[src/rtl/uart_pkg.sv]
`default_nettype none
// ============================================================================
// Module      : uart_pkg
// Description : Shared UART baud table, counter width and receiver states.
// Revision    : 1.0 - initial release
// ============================================================================
package uart_pkg;

    localparam int C_CNT_W = 11;

    localparam logic [C_CNT_W-1:0] C_DIV_000 = 11'd1042;
    localparam logic [C_CNT_W-1:0] C_DIV_001 = 11'd695;
    localparam logic [C_CNT_W-1:0] C_DIV_010 = 11'd521;
    localparam logic [C_CNT_W-1:0] C_DIV_011 = 11'd261;
    localparam logic [C_CNT_W-1:0] C_DIV_100 = 11'd174;
    localparam logic [C_CNT_W-1:0] C_DIV_101 = 11'd87;
    localparam logic [C_CNT_W-1:0] C_DIV_110 = 11'd79;
    localparam logic [C_CNT_W-1:0] C_DIV_111 = 11'd39;

    localparam logic [2:0] RX_IDLE  = 3'd0;
    localparam logic [2:0] RX_START = 3'd1;
    localparam logic [2:0] RX_DATA  = 3'd2;
    localparam logic [2:0] RX_STOP  = 3'd3;
    localparam logic [2:0] RX_BREAK = 3'd4;

    function automatic logic [C_CNT_W-1:0] baud_div(input logic [2:0] sel);
        case (sel)
            3'b000:  return C_DIV_000;
            3'b001:  return C_DIV_001;
            3'b010:  return C_DIV_010;
            3'b011:  return C_DIV_011;
            3'b100:  return C_DIV_100;
            3'b101:  return C_DIV_101;
            3'b110:  return C_DIV_110;
            default: return C_DIV_111;
        endcase
    endfunction

endpackage
`default_nettype wire

[src/rtl/uart_baud_lut.sv]
`default_nettype none
// ============================================================================
// Module      : uart_baud_lut
// Description : Combinational baud select to clocks-per-bit divisor.
// Revision    : 1.0 - initial release
// ============================================================================
module uart_baud_lut
    import uart_pkg::*;
(
    input  logic [2:0]         i_baud_sel,
    output logic [C_CNT_W-1:0] o_div
);

    always_comb begin
        o_div = baud_div(i_baud_sel);
    end

endmodule
`default_nettype wire

[src/rtl/uart_rx.sv]
`default_nettype none
// ============================================================================
// Module      : uart_rx
// Description : 8N1 UART receiver, mid-bit sampling, valid and framing strobes.
// Revision    : 1.0 - initial release
// ============================================================================
module uart_rx
    import uart_pkg::*;
(
    input  logic       clock,
    input  logic       reset,
    input  logic [2:0] baud_rate_select,
    input  logic       Rx_Serial,
    output logic [7:0] Rx_Byte,
    output logic       Rx_Valid,
    output logic       Rx_Frame_Err,
    output logic       Rx_Active
);

    logic               r_s1_q, r_s2_q;
    logic [2:0]         r_state_q, w_state_d;
    logic [C_CNT_W-1:0] r_cnt_q, w_cnt_d;
    logic [2:0]         r_bit_idx_q, w_bit_idx_d;
    logic [7:0]         r_shift_q, w_shift_d;
    logic [C_CNT_W-1:0] r_div_q, w_div_d;
    logic [7:0]         r_byte_q, w_byte_d;
    logic               r_valid_q, w_valid_d;
    logic               r_ferr_q, w_ferr_d;

    logic [C_CNT_W-1:0] w_lut_div;
    logic [C_CNT_W-1:0] w_half;
    logic               w_half_hit;
    logic               w_bit_hit;

    uart_baud_lut u_baud_lut (
        .i_baud_sel (baud_rate_select),
        .o_div      (w_lut_div)
    );

    assign w_half     = r_div_q >> 1;
    assign w_half_hit = (r_cnt_q == w_half - 11'd1);
    assign w_bit_hit  = (r_cnt_q == r_div_q - 11'd1);

    always_ff @(posedge clock) begin
        if (reset) begin
            r_s1_q      <= 1'b1;
            r_s2_q      <= 1'b1;
            r_state_q   <= RX_IDLE;
            r_cnt_q     <= '0;
            r_bit_idx_q <= '0;
            r_shift_q   <= '0;
            r_div_q     <= C_DIV_000;
            r_byte_q    <= '0;
            r_valid_q   <= 1'b0;
            r_ferr_q    <= 1'b0;
        end else begin
            r_s1_q      <= Rx_Serial;
            r_s2_q      <= r_s1_q;
            r_state_q   <= w_state_d;
            r_cnt_q     <= w_cnt_d;
            r_bit_idx_q <= w_bit_idx_d;
            r_shift_q   <= w_shift_d;
            r_div_q     <= w_div_d;
            r_byte_q    <= w_byte_d;
            r_valid_q   <= w_valid_d;
            r_ferr_q    <= w_ferr_d;
        end
    end

    always_comb begin
        w_state_d = r_state_q;
        case (r_state_q)
            RX_IDLE:  if (!r_s2_q) w_state_d = RX_START;
            RX_START: if (w_half_hit) w_state_d = r_s2_q ? RX_IDLE : RX_DATA;
            RX_DATA:  if (w_bit_hit && r_bit_idx_q == 3'd7) w_state_d = RX_STOP;
            RX_STOP:  if (w_bit_hit) w_state_d = r_s2_q ? RX_IDLE : RX_BREAK;
            RX_BREAK: if (r_s2_q) w_state_d = RX_IDLE;
            default:  w_state_d = RX_IDLE;
        endcase
    end

    always_comb begin
        w_cnt_d     = r_cnt_q + 11'd1;
        w_bit_idx_d = r_bit_idx_q;
        w_shift_d   = r_shift_q;
        w_div_d     = r_div_q;
        w_byte_d    = r_byte_q;
        w_valid_d   = 1'b0;
        w_ferr_d    = 1'b0;
        case (r_state_q)
            RX_IDLE: begin
                w_cnt_d     = '0;
                w_bit_idx_d = '0;
                // Divisor is frozen for the whole frame from here on.
                if (!r_s2_q) w_div_d = w_lut_div;
            end
            RX_START: begin
                if (w_half_hit) w_cnt_d = '0;
            end
            RX_DATA: begin
                if (w_bit_hit) begin
                    w_shift_d[r_bit_idx_q] = r_s2_q;
                    w_cnt_d                = '0;
                    w_bit_idx_d            = r_bit_idx_q + 3'd1;
                end
            end
            RX_STOP: begin
                if (w_bit_hit) begin
                    w_cnt_d = '0;
                    if (r_s2_q) begin
                        w_byte_d  = r_shift_q;
                        w_valid_d = 1'b1;
                    end else begin
                        w_ferr_d = 1'b1;
                    end
                end
            end
            default: begin
                w_cnt_d     = '0;
                w_bit_idx_d = '0;
            end
        endcase
    end

    assign Rx_Byte      = r_byte_q;
    assign Rx_Valid     = r_valid_q;
    assign Rx_Frame_Err = r_ferr_q;
    assign Rx_Active    = (r_state_q != RX_IDLE);

endmodule
`default_nettype wire
[config.mk]
export PLATFORM = sky130hd
export DESIGN_NAME = uart_rx
export DESIGN_NICKNAME = d
export VERILOG_FILES = /design/src/rtl/uart_pkg.sv /design/src/rtl/uart_baud_lut.sv /design/src/rtl/uart_rx.sv
export SDC_FILE = /design/constraint.sdc
export NUM_CORES = 1
export LEC_CHECK = 0
export BUFFER_PORTS_ARGS = -buffer_cell sky130_fd_sc_hd__buf_2
export CORE_ASPECT_RATIO = 2
export CORE_MARGIN = 2
export CORE_UTILIZATION = 45
export DETAILED_ROUTE_END_ITERATION = 12
export GPL_TIMING_DRIVEN = 0
export HOLD_SLACK_MARGIN = 0.03
export SYNTH_ARGS = -nofsm -noshare
export SYNTH_HDL_FRONTEND = slang
export SYNTH_SLANG_ARGS = --single-unit
[constraint.sdc]
create_clock -name clock -period 2.05 [get_ports clock]
set_input_delay 0.1025 -clock clock [delete_from_list [all_inputs] [get_ports clock]]
set_output_delay 0.1025 -clock clock [all_outputs]
set_load 0.1 [all_outputs]
---- Word-level counts from Yosys, hierarchy flattened ----
Index checks and enable logic that the tools add are counted.
storage, ports and cells
  register bits after elaboration ......... 48
  logic and storage cells ................. 71
cells by class
  $add $sub $neg .......................... 4
  order comparisons ....................... 2
  equal/unequal tests ..................... 19
  mux-type cells .......................... 19
  bitwise gates (word level) .............. 4
  reductions and logical operators ........ 13
operator list
  operator                 number
  $pmux W11 S7             1
  $eq A11 B11 Y1           2
  $mux W11                 2
  $pmux W11 S2             1
  $mux W3                  7
  $eq A3 B3 Y1 const B     5
  $pmux W3 S5              1
  $eq A3 B2 Y1 const B     4
  $ne A2 B2 Y1 const B     6
  $add A11 B1 Y11 const B  1
  $sub A10 B1 Y11 const B  1
  $sub A11 B1 Y11 const B  1
  $bwmux W8                1
  $eq A3 B1 Y1 const B     2
  $logic_not A3 Y1         2
  $pmux W3 S2              1
  $reduce_and A2 Y1        3
  $reduce_and A5 Y1        1
  $lt A3 B4 Y1 const B     1
  $not A1 Y1               4
  $reduce_or A2 Y1         2
  $add A3 B1 Y3 const B    1
  $demux W1 S3             1
  $ge A3 B1 Y1 const B     1
  other kinds (6)          9

---- Depth between registers and ports, before layout ----
  depth after elaboration ................. 5
  mapped depth ............................ 11

---- Modules after synthesis ----
Synthesis repeated with hierarchy kept, for this count alone.
unflattened totals
  cells, all modules ...................... 346
  area total of the unflattened synthesis .. 2945.3 sq um
modules (own cells, without submodules)
  module         times used  cells each  area an instance (sq um)  seq. area each (sq um)
  uart_rx        1           328         2841.5                    960.9
  uart_baud_lut  1           18          103.8                     0.0

---- Worst setup path after synthesis ----
Ideal clock, no wire load.
  kind .................................... reg2reg
  start ................................... reg r_state_q[1]
  end ..................................... reg r_div_q[10]
  arrival time ............................ 2.342 ns
  slack ................................... -0.412 ns
  stages on the path, launching flop included .. 7
  path buffers ............................ 3
  path through ............................ dfxtp_1 -> clkbuf_1 -> or3_1 -> or2_2 -> clkbuf_1 -> clkbuf_1 -> a211o_1
between the ends
  cells in the longest elaborated chain, start to end .. 2
ends and longest elaborated chain
  element                             RTL line       text
  from (decl)                         uart_rx.sv:21  logic [2:0] r_state_q, w_state_d;
  from (signal assigned)              uart_rx.sv:59  r_state_q <= w_state_d;
  $logic_not A3 Y1                    uart_rx.sv:90  case (r_state_q)
  $reduce_and A2 Y1 (no source line)  -
  to (signal assigned)                uart_rx.sv:63  r_div_q <= w_div_d;
  to (decl)                           uart_rx.sv:25  logic [C_CNT_W-1:0] r_div_q, w_div_d;
No other way between the ends.
A chain may end at the register's enable or synchronous reset.

---- Final worst setup path ----
  start ................................... reg r_div_q[3]
  end ..................................... reg r_cnt_q[9]
between the ends
  cells in the longest elaborated chain, start to end .. 4
  elaborated cells on any way between the ends .. 7
ends and longest elaborated chain
  element                                                    RTL line                                       text
  $sub A11 B1 Y11 / $sub A10 B1 Y11 (equally long branches)  uart_rx.sv:42, uart_rx.sv:41
  $eq A11 B11 Y1, on equally long branches                   uart_rx.sv:42, uart_rx.sv:41
  $mux W11, on equally long branches                         uart_rx.sv:101, uart_rx.sv:108, uart_rx.sv:98
  $pmux W11 S2 (*)                                           uart_rx.sv:90
  to (signal assigned)                                       uart_rx.sv:60                                  r_cnt_q <= w_cnt_d;
  to (decl)                                                  uart_rx.sv:22                                  logic [C_CNT_W-1:0] r_cnt_q, w_cnt_d;
Mark *: on every way between the ends. The rest lies on a longest branch, timed or not.

==> impl_metrics.csv <==
group,metric,value,unit
run_status,status,"complete, but fails checks",
run_status,violations,"negative setup slack",
layout,finalNonFillerCells,415,
layout,diodes,0,
synth,yosysMostFrequentCell,"dfxtp_1",
timing,rsz0062_at_grt,"true",
pwr,p_per_area,654,nW/um^2
synth,synth_cell_types,57,
die,fp.dieArea,6930,sq um
setup_path,critPathSlowestCell,"dfxtp_2",
pwr,swShare,0.262,
pwr,p_switching,0.601,mW
pwr,p_clk_frac,0.407,
place,placed_cell_area,2970,sq um
setup_path,reg2reg_depth,11,
cts,cts_tree,"done",
global_route,grt_pass1_vias,2333,
layout,nets,362,
setup_path,worstSetupPathType,"register to register",
synth,synth_top_area_cell,"dfxtp_1",
worst_hold_path,min_to,"r_cnt_q[10]",
routing,via_count,2366,
pwr,p_seq_frac,0.426,
die,start_util,0.468,
die,rows,40,
place,port_buffers,13,
timing,fmax,427,MHz
cts,clockRootBuffer,"clkbuf_16",
place,hpwl,4.85,mm
synth,yosys_warnings,0,
synth,avgSynthCellArea,8.89,sq um
timing,hold_viol,0,
place,dp_cells,392,
pwr,p_leak,1.31,nW
routing,wl_per_cell,16.0,um
routing,drt_iter0_drc,58,
synth,synth.area.top_cells,"dfxtp_1 34%, xnor2_1 8.1%, mux2i_1 6.4%, nor3_1 5.2%, nand2b_1 3.8%",
setup_path,r2r-end,"r_cnt_q[9]",
place,place_congestion,0.861,
routing,firstDrtPassIters,4,
worst_hold_path,hold-path-cell-count,3,
cts,clk_latency,0.29,ns
routing,drt-total-wl,6.65,mm
timing,worst_slew_pin_slew,0.736,ns
synth,ys_ff_latch,48,
synth,synth_area,2810,sq um
synth,synth_flop_cell,"dfxtp_1",
timing,setup_violations,35,
pwr,comb_power_share,0.167,
cts,numClockSinks,48,
die,die_w,59.9,um
die,ios,17,
layout,areaGrowthSynthToFinish,24.8,%
global_route,grt_pass1_wl,11.1,mm
setup_path,cp.required,2.21,ns
routing,drc_errors,0,
setup_path,cp_cell_sequence,"buf_6 -> nor4_4 -> buf_6 -> buf_6 -> and3_4 -> a211oi_2 -> o31a_1 -> nor3_2 -> o22a_2 -> buf_6 -> nor3_2",
global_route,overflow,0,
layout,layout-drive-gt1-share,0.298,
timing,setup_ws,-0.291,ns
setup_path,crit_path_max_incr_delay,0.32,ns
timing,layout_min_cycle_time,2.34,ns
routing,routed_via_density,5.70,
setup_path,arrival,2.50,ns
global_route,grt_usage,0.211,
synth,ys_top_cells_by_count,"48 x dfxtp_1, 29 x nor3_1, 26 x xnor2_1, 20 x nor2_1, 18 x mux2i_1",
timing,finalMaxSlewViolations,0,
worst_hold_path,hp-start,"reset",
global_route,grt_max_degree,17,
timing,fin_skew,0.00338,ns
synth,synth-edff-count,0,
cts,cts_buffers,5,
worst_hold_path,hp-class,"input port to register",
timing,finalCritPeriodShare,1.14,
cts,ctsLongestPathBuffers,2,
setup_path,regToRegSetupSlack,-0.29,ns
pwr,power,2.29,mW
layout,stdcell_area,3500,sq um
synth,syn_inst,316,
timing,slew_headroom,0.509,
pwr,p_int,1.69,mW
synth,async_flop_share,0,
synth,synth_top_area_share,0.342,
die,coreArea,6010,sq um
synth,synth_seq_area_share,0.342,
setup_path,cp_common_cell,"buf_6",
setup_path,cp_max_fo,6,
global_route,antenna_found_initial,0,
setup_path,r2r_start,"r_div_q[3]",
run,maxCapViolCount,0,
die,die-height,116,um
setup_path,end_kind,"register",
setup_path,start_kind,"register",
setup_path,cp-startpoint,"r_div_q[3]",
routing,drtAntennaViolNets,0,
pwr,peakVddDrop,646,uV
cts,cts.reportedPaths.clkPinSlew,0.06,ns
cts,htree_levels,2,
synth,synthesis.nets,327,
[metrics by stage]
step | setup slack (ns) | hold slack, ns | utilization | setup TNS, ns
6_report | -0.291 | 0.230 | 0.584 | -7.77
5_1_grt | -0.380 | 0.250 | 0.584 | -11.26
4_1_cts | -0.230 | 0.207 | 0.564 | -6.20
3_5_place_dp | -0.517 | 0.294 | 0.495 | -15.23
3_3_place_gp | -0.497 | 0.287 | 0.495 | -14.84
2_1_floorplan | -0.0717 | 0.206 | - | -1.53
[per-layer routing]
| layer | global-route usage | vias up | part of all wire |
|---|---|---|---|
| met4 | 0.119 | 0 | 0.050 |
| li1 | - | 1177 | - |
| met3 | 0.0357 | 22 | 0.023 |
| met1 | 0.211 | 1122 | 0.35 |
| met5 | 0 | - | 0 |
| met2 | 0.388 | 45 | 0.58 |
[registers in the layout (all words and copies together), names as in the netlist]
| register | count |
|---|---|
| r_div_q | 11 |
| r_s1_q | 1 |
| Rx_Valid | 1 |
| Rx_Byte | 8 |
| r_s2_q | 1 |
| Rx_Frame_Err | 1 |
| r_bit_idx_q | 3 |
| r_shift_q | 8 |
| r_cnt_q | 11 |
| r_state_q | 3 |
[cell usage in the layout, fill, tap and decap left out, types with 3 or more instances in the layout]
| master | netlist | routed |
|---|---|---|
| dfxtp_1 | 48 | 43 |
| dfxtp_4 | 0 | 3 |
| nand3_1 | 14 | 10 |
| nand3_2 | 1 | 3 |
| nor3b_1 | 5 | 3 |
| and3_1 | 4 | 3 |
| buf_4 | 4 | 14 |
| nand3b_1 | 3 | 3 |
| xor2_1 | 10 | 10 |
| nor3_2 | 0 | 12 |
| nand4b_1 | 3 | 3 |
| nor2b_1 | 5 | 4 |
| clkbuf_4 | 2 | 3 |
| nand2_1 | 14 | 14 |
| clkbuf_8 | 3 | 3 |
| buf_6 | 2 | 7 |
| mux2i_1 | 18 | 18 |
| nand4_1 | 6 | 6 |
| nor2_1 | 20 | 18 |
| clkbuf_1 | 12 | 10 |
| or2_2 | 4 | 4 |
| nor3_1 | 29 | 16 |
| nand2b_1 | 17 | 16 |
| buf_2 | 1 | 14 |
| a21oi_1 | 10 | 10 |
| xnor2_1 | 26 | 25 |
| a211o_1 | 4 | 4 |
| ha_1 | 5 | 3 |
| a31oi_1 | 4 | 4 |
| clkbuf_16 | 0 | 5 |
[worst max-delay path, delay by kind of cell, from the launching register on]
| family | cells | cell delay, ns |
|---|---|---|
| compound gates | 3 | 0.61 |
| flops | 1 | 0.32 |
| simple gates | 4 | 0.73 |
| buf+inv | 4 | 0.55 |
[power groups by stage]
stage,sequential [mW],clock (mW),combinational (mW)
floorplan,0.989,0,0.253
global placement,0.997,0,0.305
detailed placement,0.997,0,0.306
CTS,0.972,0.963,0.362
global route,0.977,1.00,0.415
finish,0.976,0.933,0.383
[layout make-up]
cell class	count	area (sq um)
buffer	26	199
clock buffer	5	125
clock inverter	3	46.3
fill	550	2500
inverter	5	23.8
multi-input combinational	235	1850
sequential	48	975
tap	63	78.8
timing repair buffer	30	210
[how the worst max path moves through the flow]
| stage | endpoint | slack (ns) |
|---|---|---|
| final | r_cnt_q[9] | -0.29 |
| after global routing | Rx_Byte[1] | -0.38 |
| after CTS | Rx_Byte[5] | -0.23 |
| after detailed placement | r_shift_q[6] | -0.52 |
| after global placement | r_shift_q[6] | -0.50 |
| after floorplan | r_cnt_q[2] | -0.07 |
[repair_timing]
| item | in CTS | in global routing |
|---|---|---|
| pin swaps | 11 | 14 |
| setup endpoints to repair | 36 | 42 |
| hold buffers | 1 | 0 |
| gates resized for setup | 34 | 23 |
| endpoints found under the hold margin | 1 | 0 |
| cloned | 1 | 0 |
| buffers inserted | 12 | 3 |
[cells by family (layout without fill, tap and decap cells)]
kind of cell / after synthesis / count (layout) / share of synthesized area
compound gates: 39 / 39 / 0.0989
xor+xnor: 36 / 36 / 0.112
simple gates: 136 / 136 / 0.278
fa+ha+maj: 5 / 5 / 0.0223
buf+inv: 33 / 69 / 0.0788
mux: 19 / 19 / 0.0682
flops: 48 / 48 / 0.342
Note: power is estimated with default switching activity, not from simulation.
